<file path="src/rtl/tinker_program_loader_pkg.sv">
// Shared definitions for the program loader: memory map defaults, widths and FSM states.
package tinker_program_loader_pkg;

  localparam logic [63:0] LOADER_BASE_ADDR = 64'h2000;
  localparam int unsigned LOADER_MEM_BYTES = 524288;

  localparam int unsigned BYTE_W = 8;
  localparam int unsigned WORD_W = 32;
  localparam int unsigned ADDR_W = 64;

  typedef enum logic [2:0] {
    ST_IDLE,
    ST_HDR,
    ST_DATA,
    ST_WRITE,
    ST_CHK,
    ST_DONE,
    ST_ERR
  } loader_state_e;

  // States in which the upstream byte stream is consumed.
  function automatic logic accepts_bytes(loader_state_e s);
    return (s == ST_HDR) || (s == ST_DATA) || (s == ST_CHK);
  endfunction

endpackage

</file>
<file path="src/rtl/tinker_program_loader_if.sv">
// Byte stream and instruction-memory write bus seen by the loader.
interface tinker_program_loader_if;
  import tinker_program_loader_pkg::*;

  logic              in_valid;
  logic [BYTE_W-1:0] in_data;
  logic              in_ready;
  logic              mem_we;
  logic [ADDR_W-1:0] mem_addr;
  logic [WORD_W-1:0] mem_wdata;
  logic              mem_ready;

  modport master (
    input  in_valid, in_data, mem_ready,
    output in_ready, mem_we, mem_addr, mem_wdata
  );

  modport slave (
    output in_valid, in_data, mem_ready,
    input  in_ready, mem_we, mem_addr, mem_wdata
  );

endinterface

</file>
<file path="src/rtl/tinker_word_assembler.sv">
// Packs accepted bytes little-endian into 32-bit words; pulses word_valid_c on the fourth byte.
module tinker_word_assembler
  import tinker_program_loader_pkg::*;
(
  input  logic              clk,
  input  logic              reset_n,
  input  logic              clear,
  input  logic              byte_en,
  input  logic [BYTE_W-1:0] byte_in,
  output logic              word_valid_c,
  output logic [WORD_W-1:0] word_c
);

  logic [1:0]         idx_q, idx_d;
  logic [WORD_W-9:0]  shreg_q, shreg_d;

  always_ff @(posedge clk or negedge reset_n) begin
    if (!reset_n) begin
      idx_q   <= 2'd0;
      shreg_q <= '0;
    end else begin
      idx_q   <= idx_d;
      shreg_q <= shreg_d;
    end
  end

  // Newest byte enters at the top so the first byte ends up in bits [7:0].
  always_comb begin
    idx_d   = idx_q;
    shreg_d = shreg_q;
    if (clear) begin
      idx_d = 2'd0;
    end else if (byte_en) begin
      idx_d   = idx_q + 2'd1;
      shreg_d = {byte_in, shreg_q[WORD_W-9:BYTE_W]};
    end
  end

  assign word_valid_c = byte_en && !clear && (idx_q == 2'd3);
  assign word_c       = {byte_in, shreg_q};

endmodule

</file>
<file path="src/rtl/tinker_program_loader.sv">
// Streams a counted, XOR-checksummed program image into instruction memory while holding the core.
module tinker_program_loader
  import tinker_program_loader_pkg::*;
#(
  parameter logic [63:0] BASE_ADDR = LOADER_BASE_ADDR,
  parameter int unsigned MEM_BYTES = LOADER_MEM_BYTES
) (
  input  logic                    clk,
  input  logic                    reset_n,
  input  logic                    start,
  tinker_program_loader_if.master bus,
  output logic                    core_hold,
  output logic                    done,
  output logic                    error
);

  localparam logic [ADDR_W-1:0] MAX_WORDS = (64'(MEM_BYTES) - BASE_ADDR) >> 2;

  loader_state_e     state_q, state_d;
  logic [ADDR_W-1:0] addr_q, addr_d;
  logic [WORD_W-1:0] wdata_q, wdata_d;
  logic [WORD_W-1:0] remaining_q, remaining_d;
  logic [WORD_W-1:0] csum_q, csum_d;
  logic              in_ready_q, in_ready_d;
  logic              mem_we_q, mem_we_d;
  logic              core_hold_q, core_hold_d;
  logic              done_q, done_d;
  logic              error_q, error_d;

  logic              byte_en_c;
  logic              word_valid_c;
  logic [WORD_W-1:0] word_c;

  assign byte_en_c = bus.in_valid && in_ready_q;

  tinker_word_assembler u_asm (
    .clk          (clk),
    .reset_n      (reset_n),
    .clear        (!in_ready_q),
    .byte_en      (byte_en_c),
    .byte_in      (bus.in_data),
    .word_valid_c (word_valid_c),
    .word_c       (word_c)
  );

  always_ff @(posedge clk or negedge reset_n) begin
    if (!reset_n) begin
      state_q     <= ST_IDLE;
      addr_q      <= BASE_ADDR;
      wdata_q     <= '0;
      remaining_q <= '0;
      csum_q      <= '0;
      in_ready_q  <= 1'b0;
      mem_we_q    <= 1'b0;
      core_hold_q <= 1'b1;
      done_q      <= 1'b0;
      error_q     <= 1'b0;
    end else begin
      state_q     <= state_d;
      addr_q      <= addr_d;
      wdata_q     <= wdata_d;
      remaining_q <= remaining_d;
      csum_q      <= csum_d;
      in_ready_q  <= in_ready_d;
      mem_we_q    <= mem_we_d;
      core_hold_q <= core_hold_d;
      done_q      <= done_d;
      error_q     <= error_d;
    end
  end

  // Next-state: start is only honoured from the idle/terminal states.
  always_comb begin
    state_d = state_q;
    case (state_q)
      ST_IDLE, ST_DONE, ST_ERR: if (start) state_d = ST_HDR;
      ST_HDR: begin
        if (word_valid_c) begin
          if (word_c == '0)                    state_d = ST_CHK;
          else if (64'(word_c) > MAX_WORDS)    state_d = ST_ERR;
          else                                 state_d = ST_DATA;
        end
      end
      ST_DATA:  if (word_valid_c) state_d = ST_WRITE;
      ST_WRITE: if (bus.mem_ready) state_d = (remaining_q == 32'd1) ? ST_CHK : ST_DATA;
      ST_CHK:   if (word_valid_c) state_d = (word_c == csum_q) ? ST_DONE : ST_ERR;
      default:  state_d = ST_IDLE;
    endcase
  end

  // Datapath updates plus Moore outputs registered from the next state.
  always_comb begin
    addr_d      = addr_q;
    wdata_d     = wdata_q;
    remaining_d = remaining_q;
    csum_d      = csum_q;
    case (state_q)
      ST_IDLE, ST_DONE, ST_ERR: begin
        if (start) begin
          addr_d      = BASE_ADDR;
          remaining_d = '0;
          csum_d      = '0;
        end
      end
      ST_HDR:  if (word_valid_c) remaining_d = word_c;
      ST_DATA: begin
        if (word_valid_c) begin
          wdata_d = word_c;
          csum_d  = csum_q ^ word_c;
        end
      end
      ST_WRITE: begin
        if (bus.mem_ready) begin
          addr_d      = addr_q + 64'd4;
          remaining_d = remaining_q - 32'd1;
        end
      end
      default: ;
    endcase

    in_ready_d  = accepts_bytes(state_d);
    mem_we_d    = (state_d == ST_WRITE);
    core_hold_d = (state_d != ST_DONE);
    done_d      = (state_d == ST_DONE);
    error_d     = (state_d == ST_ERR);
  end

  assign bus.in_ready  = in_ready_q;
  assign bus.mem_we    = mem_we_q;
  assign bus.mem_addr  = addr_q;
  assign bus.mem_wdata = wdata_q;
  assign core_hold     = core_hold_q;
  assign done          = done_q;
  assign error         = error_q;

endmodule

</file>
<file path="src/flat_wrapper.sv">
// flat-port wrapper written by rule: the top's interface ports become plain ports
module tinker_program_loader_flat import tinker_program_loader_pkg::*;
#(
  parameter logic [63:0] BASE_ADDR = LOADER_BASE_ADDR,
  parameter int unsigned MEM_BYTES = LOADER_MEM_BYTES
)
  (clk, reset_n, start, core_hold, done, error, bus_in_valid, bus_in_data, bus_mem_ready, bus_in_ready, bus_mem_we, bus_mem_addr, bus_mem_wdata);
  tinker_program_loader_if bus_i ();
  input  logic clk;
  input  logic reset_n;
  input  logic start;
  output logic core_hold;
  output logic done;
  output logic error;
  input wire logic [$bits(bus_i.in_valid)-1:0] bus_in_valid;
  input wire logic [$bits(bus_i.in_data)-1:0] bus_in_data;
  input wire logic [$bits(bus_i.mem_ready)-1:0] bus_mem_ready;
  output wire logic [$bits(bus_i.in_ready)-1:0] bus_in_ready;
  output wire logic [$bits(bus_i.mem_we)-1:0] bus_mem_we;
  output wire logic [$bits(bus_i.mem_addr)-1:0] bus_mem_addr;
  output wire logic [$bits(bus_i.mem_wdata)-1:0] bus_mem_wdata;
  assign bus_i.in_valid = bus_in_valid;
  assign bus_i.in_data = bus_in_data;
  assign bus_i.mem_ready = bus_mem_ready;
  assign bus_in_ready = bus_i.in_ready;
  assign bus_mem_we = bus_i.mem_we;
  assign bus_mem_addr = bus_i.mem_addr;
  assign bus_mem_wdata = bus_i.mem_wdata;
  tinker_program_loader #(.BASE_ADDR(BASE_ADDR), .MEM_BYTES(MEM_BYTES)) u_core (.clk(clk), .reset_n(reset_n), .start(start), .bus(bus_i), .core_hold(core_hold), .done(done), .error(error));
endmodule
</file>
<file path="config.mk">
export PLATFORM = sky130hd
export DESIGN_NAME = tinker_program_loader_flat
export DESIGN_NICKNAME = d
export VERILOG_FILES = /design/src/rtl/tinker_program_loader_pkg.sv /design/src/rtl/tinker_program_loader_if.sv /design/src/rtl/tinker_word_assembler.sv /design/src/rtl/tinker_program_loader.sv /design/src/flat_wrapper.sv
export SDC_FILE = /design/constraint.sdc
export NUM_CORES = 1
export LEC_CHECK = 0
export ABC_CLOCK_PERIOD_IN_PS = 3400
export CORE_ASPECT_RATIO = 0.8
export CORE_UTILIZATION = 45
export DETAILED_ROUTE_END_ITERATION = 16
export GPL_ROUTABILITY_DRIVEN = 0
export PLACE_DENSITY = 0.67
export SLEW_MARGIN = 30
export SYNTH_ARGS = -nofsm -noshare
export SYNTH_HDL_FRONTEND = slang
export SYNTH_SLANG_ARGS = --single-unit
</file>
<file path="constraint.sdc">
create_clock -name clk -period 3.4 [get_ports clk]
set_clock_uncertainty 0.05 [all_clocks]
set_input_delay 1.02 -clock clk [delete_from_list [all_inputs] [get_ports clk]]
set_output_delay 1.02 -clock clk [all_outputs]
set_load 0.02 [all_outputs]
</file>
# --- After elaboration in Yosys (flattened, before gate mapping) ---
# Cells that the tools add are included.
word_totals:
  register_bits: 194
  inputBits: 13
  output_inout_bits: 101
op_classes:
  addsub: 3
  n_lt_le_gt_ge: 1
  n_eq_ne: 21
  muxes: 21
  n_bitwise: 1
  n_reduce_logical: 16
op_table:
  columns: ["cell", "n"]
  rows:
  - ["$mux 32", 4]
  - ["$mux 64", 2]
  - ["$pmux 64 s2", 1]
  - ["$pmux 32 s3", 1]
  - ["$add 64x3->64 const B", 1]
  - ["$pmux 32 s2", 1]
  - ["$eq 32x1->1 const B", 1]
  - ["$eq 32x32->1", 1]
  - ["$gt 32x17->1 const B", 1]
  - ["$logic_not 32->1", 1]
  - ["$sub 32x1->32 const B", 1]
  - ["$xor 32x32->32", 1]
  - ["$mux 3", 8]
  - ["$eq 3x3->1 const B", 6]
  - ["$pmux 3 s5", 1]
  - ["$eq 3x2->1 const B", 4]
  - ["$ne 2x2->1 const B", 5]
  - ["$eq 3x1->1 const B", 2]
  - ["$mux 2", 3]
  - ["$reduce_and 3->1", 2]
  - ["$reduce_and 2->1", 2]
  - ["$reduce_and 4->1", 1]
  - ["$reduce_bool 2->1", 2]
  - ["$logic_and 1x1->1", 3]
  - ["7 further kinds", 8]

# --- Longest topological paths before layout ---
logic_depth:
  word_depth: 8
  mapped_depth: 9

# --- Modules after synthesis ---
# From an unflattened synthesis, not the netlist that was laid out.
hier_totals:
  cells_unflattened: 1063
  area_unflattened_um2: 9801.9
modules_own_cells:
  columns: ["module", "n_inst", "cells_each", "area_per_inst_um2", "seq_area_each_um2"]
  rows:
  - ["tinker_program_loader", 1, 995, 8639.5, 4156.5]
  - ["tinker_word_assembler", 1, 68, 1162.4, 650.6]

# --- Least setup slack after synthesis ---
# No wires, ideal clock.
synth_timing:
  kind: "input-to-reg"
  start: "input bus_in_valid"
  end: "register u_core.in_ready_q, in the netlist u_core.bus.in_ready"
  setup_time_ns: 0.127
  arrival_ns: 2.389
  slack_ns: 0.833
  cell_stages: 8
  path_buffers: 1
  path_cell_list: "clkbuf_1 > and3_1 > nand4_1 > nor4_1 > nand4_1 > o31a_1 > xnor2_1 > mux2i_1"
synth_between:
  elab_chain_len: 8
  word_cells_on_any_way: 12
  classes_between: "eq/ne: 3; mux: 4; reduce/logical: 5"
synth_lines:
  columns: ["item", "line", "source"]
  rows:
  - ["start: declaration", "flat_wrapper.sv:15", "input wire logic [$bits(bus_i.in_valid)-1:0] bus_in_valid;"]
  - ["$logic_and 1x1->1 (*)", "tinker_program_loader.sv:34", "assign byte_en_c = bus.in_valid && in_ready_q;"]
  - ["$logic_and 1x1->1 (*) (2 in series)", "tinker_word_assembler.sv:39", "assign word_valid_c = byte_en && !clear && (idx_q == 2'd3);"]
  - ["$mux 3, on equally long branches", "tinker_program_loader.sv:86, tinker_program_loader.sv:78, tinker_program_loader.sv:84", null]
  - ["$pmux 3 s5 (*)", "tinker_program_loader.sv:75", "case (state_q)"]
  - ["$eq 3x1->1 or $eq 3x2->1 (tied branches)", "tinker_program_loader_pkg.sv:23", "return (s == ST_HDR) || (s == ST_DATA) || (s == ST_CHK);"]
  - ["$logic_or 1x1->1", "tinker_program_loader_pkg.sv:23", null]
  - ["$logic_or 1x1->1 (*)", "tinker_program_loader_pkg.sv:23", null]
  - ["via u_core.in_ready_d", "tinker_program_loader.sv:24", "logic in_ready_q, in_ready_d;"]
  - ["end signal: assignment", "tinker_program_loader.sv:64", "in_ready_q <= in_ready_d;"]
  - ["end: declaration", "tinker_program_loader.sv:24", null]
# The timed path passes the listed nets; every way through them passes the cells marked *.
# A chain may end at the register's enable or synchronous reset.

# --- Final worst setup path ---
layout_timing:
  start: "input bus_in_data[2]"
  end: "register u_core.in_ready_q, in the netlist u_core.bus.in_ready"
layout_between:
  elab_chain_len: 8
  word_cells_on_any_way: 14
  classes_between: "order compare: 1; eq/ne: 4; mux: 6; reduce/logical: 3"
layout_lines:
  columns: ["item", "line", "source"]
  rows:
  - ["start: declaration", "flat_wrapper.sv:16", "input wire logic [$bits(bus_i.in_data)-1:0] bus_in_data;"]
  - ["$gt 32x17->1", "tinker_program_loader.sv:80", "else if (64'(word_c) > MAX_WORDS) state_d = ST_ERR;"]
  - ["$mux 3", "tinker_program_loader.sv:80", null]
  - ["$mux 3", "tinker_program_loader.sv:79", "if (word_c == '0) state_d = ST_CHK;"]
  - ["$mux 3", "tinker_program_loader.sv:78", "if (word_valid_c) begin"]
  - ["$pmux 3 s5 (*)", "tinker_program_loader.sv:75", null]
  - ["$eq 3x1->1 or $eq 3x2->1 (tied branches)", "tinker_program_loader_pkg.sv:23", null]
  - ["$logic_or 1x1->1", "tinker_program_loader_pkg.sv:23", null]
  - ["$logic_or 1x1->1 (*)", "tinker_program_loader_pkg.sv:23", null]
  - ["via u_core.in_ready_d", "tinker_program_loader.sv:24", null]
# Marked as above.

==> results.md <==
- Synthesized area per cell: 9.73 um2
- Total negative slack: 0 ps
- Final HPWL DP: 17200 um
- Clk_lat worst skew: 430 ps
- DRC Markers: 0
- Die X: 168 um
- Worst-Margin Slew: 737 ps
- Fmax: 0.347 GHz
- Hold WC Path Type: reg -> reg
- Register area share after synthesis: 48.7%
- Yosys Warn Count: 0
- Run status: completed
- Crit end category: register
- Fin util: 55.5%
- Combinational cell fraction of total power: 31.8%
- N_diodes: 0
- Commonest non-fill, non-tap cell in the layout: dfrtp_1
- Post-cts resize count: 0
- Vias in the first global route: 7472
- Post-Synth Adder-Cell Area: 0.507%
- Critical path arrival: 3140 ps
- Clock share of power: 24.8%
- Max IR drop VDD: 382 uV
- Layout cell share with drive strength beyond 1: 12.6%
- Asr flop ratio synth: 100%
- Root Buffer: clkbuf_16
- Overall Global Routing Usage: 23.2%
- Final hold viol count: 0
- Core ar.: 21600 um2
- Max_slew headroom: 50.5%
- Ys flop type: dfrtp_1
- Internal: 4.76 mW
- Initial antenna violation count: 0
- Sink Count: 192
- Detailed Routing Iterations Pass 1: 7
- I/O pin cnt: 114
- Antenna-violating nets left: 0
- Die area: 22500 um2
- Clk buf depth: 2
- Max-Cap Viols: 0
- Post-synthesis xor/xnor area fraction: 6.92%
- CTS HTree Levels: 4
- Via/cell ratio: 5.67
- WL final: 25400 um
- Most frequent cells in the layout: dfrtp_1 (190), clkdlybuf4s50_1 (110), o21ai_0 (109), nor2_1 (100), nand2_1 (88)
- Simple-Gate Fraction of Synth Area: 21.4%
- CP Class: in -> reg
- Netlist Area Pre-Place: 9870 um2
- CP Max Fanout: 5
- Vias: 7991
- Layout area overhead: 21.3%
- Flops & latches, synth: 192
- FP Rows: 48
- Gr ovfl total: 0
- Number of synthesized flops with an enable pin: 0
- Routed WL per cell: 18.0 um
- I/O Buffers: 111
- Post-Syn Instances: 1014
- First-pass GRT wire length: 40900 um
- CTS hold repair buffers: 0
- Setup-failing EPs final: 0
- Layout net count: 1139
- Reg clk slew, reported paths: 70 ps
- Initial DRC count: 597
- P_leak: 5.19 nW
- Initial core utilization: 45.8%
- Slew Viols, Final: 0
- Post-CTS Setup Inserts: 0
- CTS tree: built
- Minimum clock period: 2880 ps
- Final period util: 84.8%
- Power Dens Cells: 654 nW/um2
- Psw: 3.07 mW
- Total chip power: 7.84 mW
- Switching fraction of total power: 39.2%
- Post-synthesis compound-gate area fraction: 12.3%
- Largest net degree at the start of global routing: 75
- Total CTS buffers: 17
- CP startpoint kind: input pin
- Setup Slack @ Placement: 133 ps
- Combinational family with the most area after synthesis: simple AND/OR/NAND/NOR gates
- Vert. Die Dim: 134 um
- Unrepaired setup endpoints after global routing: false
- Worst EP required: 3660 ps
- Setup WS post-layout: 515 ps
- Flop pwr share: 43.4%
- Mux cell area share after synthesis: 6.91%
- Synth unique cells: 59
## stage by stage
step / area [um2] / hold WS, ps / std cells
finish: 12000 / 457 / 1410
global route: 12000 / 471 / 1410
CTS: 12000 / 460 / 1410
detailed placement: 11400 / 442 / 1378
global placement: 11400 / 437 / 1378
floorplan: 9870 / 422 / 1015
## power by group through the flow
stage	sequential (mW)	clock [mW]	combinational, mW
after detailed placement	3.43	0	2.47
after global routing	3.46	2.08	2.74
final	3.40	1.94	2.49
after CTS	3.39	1.99	2.48
after global placement	3.41	0	2.44
after floorplan	3.14	0	1.80
## synthesized netlist by cell type, types with 2 or more instances
cell type,number,area share (%)
a21oi_1,33,1.7
a22o_1,11,0.98
a22oi_1,15,1.1
a31oi_1,6,0.38
a32oi_1,10,0.89
and2_1,9,0.57
and3_1,15,0.95
and4_1,16,1.4
buf_1,7,0.27
buf_2,2,0.10
buf_4,2,0.15
buf_6,3,0.34
clkbuf_1,43,1.6
dfrtp_1,190,48
dfstp_2,2,0.53
ha_1,4,0.51
inv_1,19,0.72
mux2_2,57,6.5
mux2i_1,4,0.41
nand2_1,88,3.3
nand2b_1,20,1.3
nand3_1,19,0.96
nand4_1,22,1.4
nor2_1,100,3.8
nor2b_1,26,1.6
nor3_1,25,1.3
nor3b_1,24,1.8
nor4_1,18,1.1
nor4_2,2,0.25
o211a_1,2,0.20
o21ai_0,109,5.5
or3_1,7,0.44
or4_1,2,0.15
xnor2_1,42,3.7
xor2_1,36,3.2
## cell families (layout without fill, tap and decap cells)
group / Yosys count / count (layout)
other: 1 / 2
adder cells (fa/ha/maj): 4 / 4
AO/OA/AOI/OAI: 200 / 200
buffers and inverters: 76 / 196
AND/OR/NAND/NOR: 402 / 402
multiplexers: 61 / 61
flip-flops: 192 / 192
XOR/XNOR: 78 / 78
## worst max-delay path, stage by stage
cell	delay [ps]
clkdlybuf4s50_1	430
xor2_1	150
nor4_1	440
and4_1	280
nand4_1	200
o31a_1	380
xnor2_1	150
mux2i_1	80
## flip-flops by register name, summed over array words and instances (netlist names)
register and count:
u_core.remaining_q 32, u_core.u_asm.idx_q 2, u_core.bus.mem_addr 62, u_core.bus.in_ready 1, u_core.done 1, u_core.state_q 3
u_core.u_asm.shreg_q 24, u_core.error 1, u_core.csum_q 32, u_core.core_hold 1, u_core.bus.mem_we 1, u_core.bus.mem_wdata 32
## final timing paths
check	slack, ps	startpoint	endpoint	depth (start not counted)
worst max-delay path	520	bus_in_data[2]	u_core.bus.in_ready	8
worst min-delay path	460	u_core.bus.mem_wdata[10]	u_core.bus.mem_wdata[10]	1
worst max register to register	770	u_core.state_q[0]	u_core.bus.mem_addr[40]	8
worst min register to register	460	u_core.bus.mem_wdata[10]	u_core.bus.mem_wdata[10]	1
max in group asynchronous	2070	reset_n	u_core.bus.mem_addr[51]	2
min in group asynchronous	480	reset_n	u_core.bus.mem_wdata[9]	1
## layout make-up
| class | count | area, um2 |
|---|---|---|
| Clock buffer | 18 | 439 |
| Clock inverter | 14 | 123 |
| Fill cell | 1907 | 9590 |
| Inverter | 19 | 71.3 |
| Multi-Input combinational cell | 747 | 4770 |
| Sequential cell | 192 | 4810 |
| Tap cell | 275 | 344 |
| Timing Repair Buffer | 145 | 1420 |
## routing by layer
layer	global-route usage (%)	share of wire, %	vias up
met3	4.02	4.7	17
met4	4.74	0.95	0
met2	34.6	44	212
met5	0	0	-
li1	-	-	3810
met1	35.2	50	3952
Note: power is estimated with default switching activity, not from simulation.
